File: src/rtl/wb_pkg.sv
// Shared constants and types for the integer register-file writeback path.
package wb_pkg;

    localparam int XLEN  = 32;
    localparam int NREGS = 32;
    localparam int AW    = $clog2(NREGS);

    typedef struct packed {
        logic [AW-1:0]   rd;
        logic [XLEN-1:0] data;
        logic            we;
    } wb_req_t;

    typedef enum logic {
        WB_SRC_PIPE = 1'b0,
        WB_SRC_LL   = 1'b1
    } wb_src_e;

endpackage

File: src/rtl/wb_scoreboard.sv
// Per-register pending bits for long-latency destinations; register 0 is never pending.
module wb_scoreboard
    import wb_pkg::*;
(
    input  logic             clk,
    input  logic             rst_n,
    input  logic             set_en,
    input  logic [AW-1:0]    set_idx,
    input  logic             clr_en,
    input  logic [AW-1:0]    clr_idx,
    input  logic [AW-1:0]    q_idx_a,
    input  logic [AW-1:0]    q_idx_b,
    output logic             busy_a,
    output logic             busy_b,
    output logic [NREGS-1:0] busy_vec
);

    logic [NREGS-1:0] busy_p0;
    logic [NREGS-1:0] busy_nxt;

    // Set is applied after clear so a same-cycle reissue keeps the register pending.
    always_comb begin
        busy_nxt = busy_p0;
        if (clr_en) begin
            busy_nxt[clr_idx] = 1'b0;
        end
        if (set_en && (set_idx != '0)) begin
            busy_nxt[set_idx] = 1'b1;
        end
        busy_nxt[0] = 1'b0;
    end

    always_ff @(posedge clk or negedge rst_n) begin
        if (!rst_n) begin
            busy_p0 <= '0;
        end else begin
            busy_p0 <= busy_nxt;
        end
    end

    assign busy_a   = (q_idx_a != '0) && busy_p0[q_idx_a];
    assign busy_b   = (q_idx_b != '0) && busy_p0[q_idx_b];
    assign busy_vec = busy_p0;

endmodule

File: src/rtl/writeback_arbiter.sv
// Merges in-order pipeline results and buffered long-latency results onto the
// single register-file write port, with a pending scoreboard for issue stalls.
module writeback_arbiter
    import wb_pkg::*;
(
    input  logic            clk,
    input  logic            rst_n,
    input  logic            p_valid,
    output logic            p_ready,
    input  logic [AW-1:0]   p_rd,
    input  logic [XLEN-1:0] p_data,
    input  logic            p_wen,
    input  logic            ll_valid,
    output logic            ll_ready,
    input  logic [AW-1:0]   ll_rd,
    input  logic [XLEN-1:0] ll_data,
    input  logic            iss_valid,
    input  logic [AW-1:0]   iss_rd,
    input  logic [AW-1:0]   q_rs1,
    input  logic [AW-1:0]   q_rs2,
    output logic            rs1_busy,
    output logic            rs2_busy,
    output logic [AW-1:0]   wb_rd,
    output logic [XLEN-1:0] wb_data,
    output logic            wb_we,
    output logic            retire
);

    logic            hold_vld_p0;
    logic [AW-1:0]   hold_rd_p0;
    logic [XLEN-1:0] hold_data_p0;
    logic            starve_p0;

    logic            hold_grant;
    logic            p_acc;
    logic            ll_acc;
    logic            grant_any;
    wb_req_t         sel_req;
    wb_src_e         sel_src;

    logic            wb_we_p1;
    logic            retire_p1;
    logic [AW-1:0]   wb_rd_p1;
    logic [XLEN-1:0] wb_data_p1;
    wb_src_e         wb_src_p1;

    logic             sb_clr;
    logic [NREGS-1:0] busy_vec;

    // The held long-latency result wins unless the pipeline was refused last cycle.
    always_comb begin
        hold_grant = hold_vld_p0 && !(starve_p0 && p_valid);
        p_ready    = !hold_grant;
        ll_ready   = !hold_vld_p0 || hold_grant;
        p_acc      = p_valid && p_ready;
        ll_acc     = ll_valid && ll_ready;
        grant_any  = hold_grant || p_acc;
    end

    always_comb begin
        if (hold_grant) begin
            sel_src      = WB_SRC_LL;
            sel_req.rd   = hold_rd_p0;
            sel_req.data = hold_data_p0;
            sel_req.we   = (hold_rd_p0 != '0);
        end else begin
            sel_src      = WB_SRC_PIPE;
            sel_req.rd   = p_rd;
            sel_req.data = p_data;
            sel_req.we   = p_wen && (p_rd != '0);
        end
    end

    // ---- stage p0: long-latency hold register and starvation flag
    always_ff @(posedge clk or negedge rst_n) begin
        if (!rst_n) begin
            hold_vld_p0 <= 1'b0;
            starve_p0   <= 1'b0;
        end else begin
            if (ll_acc) begin
                hold_vld_p0 <= 1'b1;
            end else if (hold_grant) begin
                hold_vld_p0 <= 1'b0;
            end
            starve_p0 <= p_valid && !p_ready;
        end
    end

    always_ff @(posedge clk) begin
        if (ll_acc) begin
            hold_rd_p0   <= ll_rd;
            hold_data_p0 <= ll_data;
        end
    end

    // ---- stage p1: registered writeback to the register file
    always_ff @(posedge clk or negedge rst_n) begin
        if (!rst_n) begin
            wb_we_p1   <= 1'b0;
            retire_p1  <= 1'b0;
            wb_rd_p1   <= '0;
            wb_data_p1 <= '0;
            wb_src_p1  <= WB_SRC_PIPE;
        end else begin
            wb_we_p1  <= grant_any && sel_req.we;
            retire_p1 <= p_acc;
            if (grant_any) begin
                wb_rd_p1   <= sel_req.rd;
                wb_data_p1 <= sel_req.data;
                wb_src_p1  <= sel_src;
            end
        end
    end

    assign wb_we   = wb_we_p1;
    assign retire  = retire_p1;
    assign wb_rd   = wb_rd_p1;
    assign wb_data = wb_data_p1;

    // A pending bit drops on the edge where the register file captures the long-latency write.
    assign sb_clr = wb_we_p1 && (wb_src_p1 == WB_SRC_LL);

    wb_scoreboard u_scoreboard (
        .clk      (clk),
        .rst_n    (rst_n),
        .set_en   (iss_valid),
        .set_idx  (iss_rd),
        .clr_en   (sb_clr),
        .clr_idx  (wb_rd_p1),
        .q_idx_a  (q_rs1),
        .q_idx_b  (q_rs2),
        .busy_a   (rs1_busy),
        .busy_b   (rs2_busy),
        .busy_vec (busy_vec)
    );

    pipe_write_not_busy: assert property (@(posedge clk) disable iff (!rst_n)
        (p_valid && p_ready && p_wen && (p_rd != '0)) |-> !busy_vec[p_rd]);

endmodule

File: config.mk
export PLATFORM = sky130hd
export DESIGN_NAME = writeback_arbiter
export DESIGN_NICKNAME = d
export VERILOG_FILES = /design/src/rtl/wb_pkg.sv /design/src/rtl/wb_scoreboard.sv /design/src/rtl/writeback_arbiter.sv
export SDC_FILE = /design/constraint.sdc
export NUM_CORES = 1
export LEC_CHECK = 0
export BUFFER_PORTS_ARGS = -buffer_cell sky130_fd_sc_hd__buf_2
export CORE_MARGIN = 2
export CORE_UTILIZATION = 45
export CTS_BUF_LIST = sky130_fd_sc_hd__clkbuf_8
export CTS_CLUSTER_DIAMETER = 80
export DETAILED_ROUTE_END_ITERATION = 12
export PLACE_DENSITY = 0.7
export SETUP_SLACK_MARGIN = 0.2
export SLEW_MARGIN = 5
export SYNTH_ARGS = -nofsm -noshare
export SYNTH_HDL_FRONTEND = slang
export SYNTH_SLANG_ARGS = --single-unit
File: constraint.sdc
create_clock -name clk -period 5.16 [get_ports clk]
set_input_delay 1.032 -clock clk [delete_from_list [all_inputs] [get_ports clk]]
set_output_delay 1.032 -clock clk [all_outputs]
set_load 0.05 [all_outputs]
==> impl_metrics.ini <==
[run_status]
status = completed

[setup_path]
critPathArrivalTime_ns = 2.60
endpoint_kind = output port
slowest_delay_ns = 0.62
critPathKind = in2out
crit_chain = buf_2 > mux4_1 > inv_1 > a2111oi_2 > a21oi_1 > nand3_1 > buf_2
crit_top_cell = buf_2
cp-start-kind = primary input
cp_slowest_cell = mux4_1
worstPathMaxFanout = 18
required_ns = 4.13

[power_and_ir_drop]
sequentialPowerShare_pct = 51.6
pwr-share-clk_pct = 23.0
peakVddDrop_mv = 0.243
power_w = 0.00236
powerDensity_nw_per_um2 = 385
switching_power_w = 0.000821
intPower_w = 0.00154
leakage_nw = 2.55
p_comb_share_pct = 25.3
sw_frac_of_total_pct = 34.7

[final_layout]
antennaDiodeCount = 0
final_layout_size_suffix_gt1_share_pct = 26.9
nFillCells = 1010
syn_to_final_growth_pct = 19.0
multiInputGateArea_sq_um = 2080
final_cell_mix = buf_2, o21ai_0, dfrtp_1, a21oi_1, nand2_1
stdcell_count = 768
regArea_sq_um = 2940
nets = 715
final_common_cell = buf_2

[placed_design]
place.gp.congestion = 0.994
io_buffers = 137
place_hpwl_mm = 9.51
pre_cts_ws_ns = 1.53
dpl.cell_count = 752

[detailed_routing]
ant_nets = 0
viasPerCell = 5.72
drtPass1Iterations = 5
initialDrtViolationCount = 359
wire_per_inst_um = 17.9
routed_wl_mm = 13.7
vias = 4395
drc = 0

[global_routing]
grt_use_met2_pct = 37.0
grt_use_total_pct = 22.8
use_met3_pct = 6.34
top_usage_layer = met2
antenna_found_initial = 1
grtUsageMet1_pct = 28.7
grt_max_degree = 74
grt_pass1_vias = 4484
grt_pass1_wl_mm = 22.5
overflow = 0

[sta]
fin_tns_setup_ns = 0
fin_ws_ns = 1.52
rsz0062_at_grt = no
drv_slew = 0
fin_skew_ns = 0.00877
finalSetupViolations = 0
period_share_pct = 70.5
worst_slew_pin_slew_ns = 0.954
final_hold_viol_count = 0
fmax_mhz = 275
fin_crit_ns = 3.64
max_slew_margin_pct = 36.4
whs_ns = 0.538

[cts]
clockBufferDepth = 2
numCtsBuffers = 9
h-tree-depth = 3
cts_hold_buffers = 0
cts.sinks = 110
worstSkewPairLatency_ns = 0.38
cts_tree = done
post_cts_resize_count = 0
root_buffer = clkbuf_8
post_cts_buffers = 0
clk_pin_slew_ns = 0.10

[job]
drv_cap = 0

[synth]
syn_area_sq_um = 5160
avgSynthCellArea_sq_um = 10.5
synth_fp_nets = 586
yosysSeqAreaShare_pct = 56.9
yosysWarnings = 0
ys_types = 34
postSynthCellCount = 491
ys_ff_latch = 110

[die]
initial_core_util_pct = 45.6
die_w_um = 111
dieArea_sq_um = 12300
core_sq_um = 11300
die_y_um = 111
std_cell_rows = 39
ios = 138

[hold_path]
hold_path_class = reg2reg
## critical path: cells and delay by family
family / cells / cell delay [ns]
buffers and inverters: 3 / 0.65
muxes: 1 / 0.62
AOI/OAI and AO/OA: 2 / 0.22
and+or+nand+nor: 1 / 0.08
## final timing paths
check / start / endpoint / slack [ns] / cells after the start
worst max-delay path: q_rs1[0] / rs1_busy / 1.52 / 7
worst min-delay path: hold_data_p0[18] / wb_data[18] / 0.54 / 2
worst max register to register: hold_vld_p0 / hold_data_p0[18] / 2.93 / 3
worst min register to register: hold_data_p0[18] / wb_data[18] / 0.54 / 2
max in group asynchronous: rst_n / hold_vld_p0 / 3.63 / 2
min in group asynchronous: rst_n / wb_data[18] / 0.87 / 2
## cell families (layout without fill, tap and decap cells)
kind of cell,count (synthesis),count (layout),share of synthesized area [%]
multiplexers,27,27,6.11
AO/OA/AOI/OAI,185,185,19.5
buffers and inverters,27,161,2.67
flip-flops,110,110,56.9
AND/OR/NAND/NOR,142,142,14.8
## power by group through the flow
| stage | clock network [W] | logic (W) | registers, W |
|---|---|---|---|
| after floorplan | 0 | 0.000304 | 0.00129 |
| after global placement | 0 | 0.000577 | 0.00123 |
| after detailed placement | 0 | 0.000598 | 0.00123 |
| after CTS | 0.000557 | 0.000601 | 0.00121 |
| after global routing | 0.000592 | 0.000658 | 0.00123 |
| final | 0.000545 | 0.000599 | 0.00122 |
## synthesized netlist by cell type
cell type,count,area (sq um)
edfxtp_1,37,1110
nand2_2,1,6.26
dfrtp_1,73,1830
buf_6,4,45.0
mux4_1,1,26.3
or4_1,2,15.0
o22ai_1,6,37.5
o21ai_1,19,95.1
a2111oi_0,6,52.6
nand4_1,3,18.8
and2_1,3,18.8
or3b_1,4,35.0
nand2b_1,36,225
nand4b_1,3,26.3
a221oi_1,8,70.1
nand2_1,43,161
mux2_4,2,30.0
o21ai_0,76,380
mux2_2,5,56.3
nand3_1,7,35.0
and3_1,1,6.26
mux4_2,1,22.5
clkbuf_1,13,48.8
inv_2,1,3.75
buf_2,5,25.0
inv_1,3,11.3
buf_1,1,3.75
or3_1,3,18.8
nand3b_1,8,60.1
nor2b_1,12,75.1
a21oi_1,68,340
mux2i_1,18,180
nor2_1,16,60.1
a2111oi_2,2,30.0
## state kept, by name (all words and copies together), names as in the netlist, 5 cells and up
register and cells:
hold_rd_p0 5, wb_data 32, hold_data_p0 32, u_scoreboard.busy_vec 31, wb_rd 5
## metal layers
layer	vias up	share of wire [%]
met5	-	0
met4	0	3.1
met3	33	8.0
met2	189	49
met1	2119	40
li1	2054	-
## area by class of cell
cell class | count | share of cell area (%)
Timing Repair Buffer | 141 | 11.7
Clock inverter | 7 | 1.32
Clock buffer | 9 | 2.02
Inverter | 4 | 0.245
Tap cell | 143 | 2.91
Multi-Input combinational cell | 354 | 34.0
Sequential cell | 110 | 47.9
## per-stage QoR
step / util [%] / cell area (sq um)
6_report: 54.2 / 6140
5_1_grt: 54.2 / 6140
4_1_cts: 54.2 / 6140
3_5_place_dp: 52.4 / 5930
3_3_place_gp: 52.4 / 5930
2_1_floorplan: - / 5160
Power figures use the tool's default switching activity.
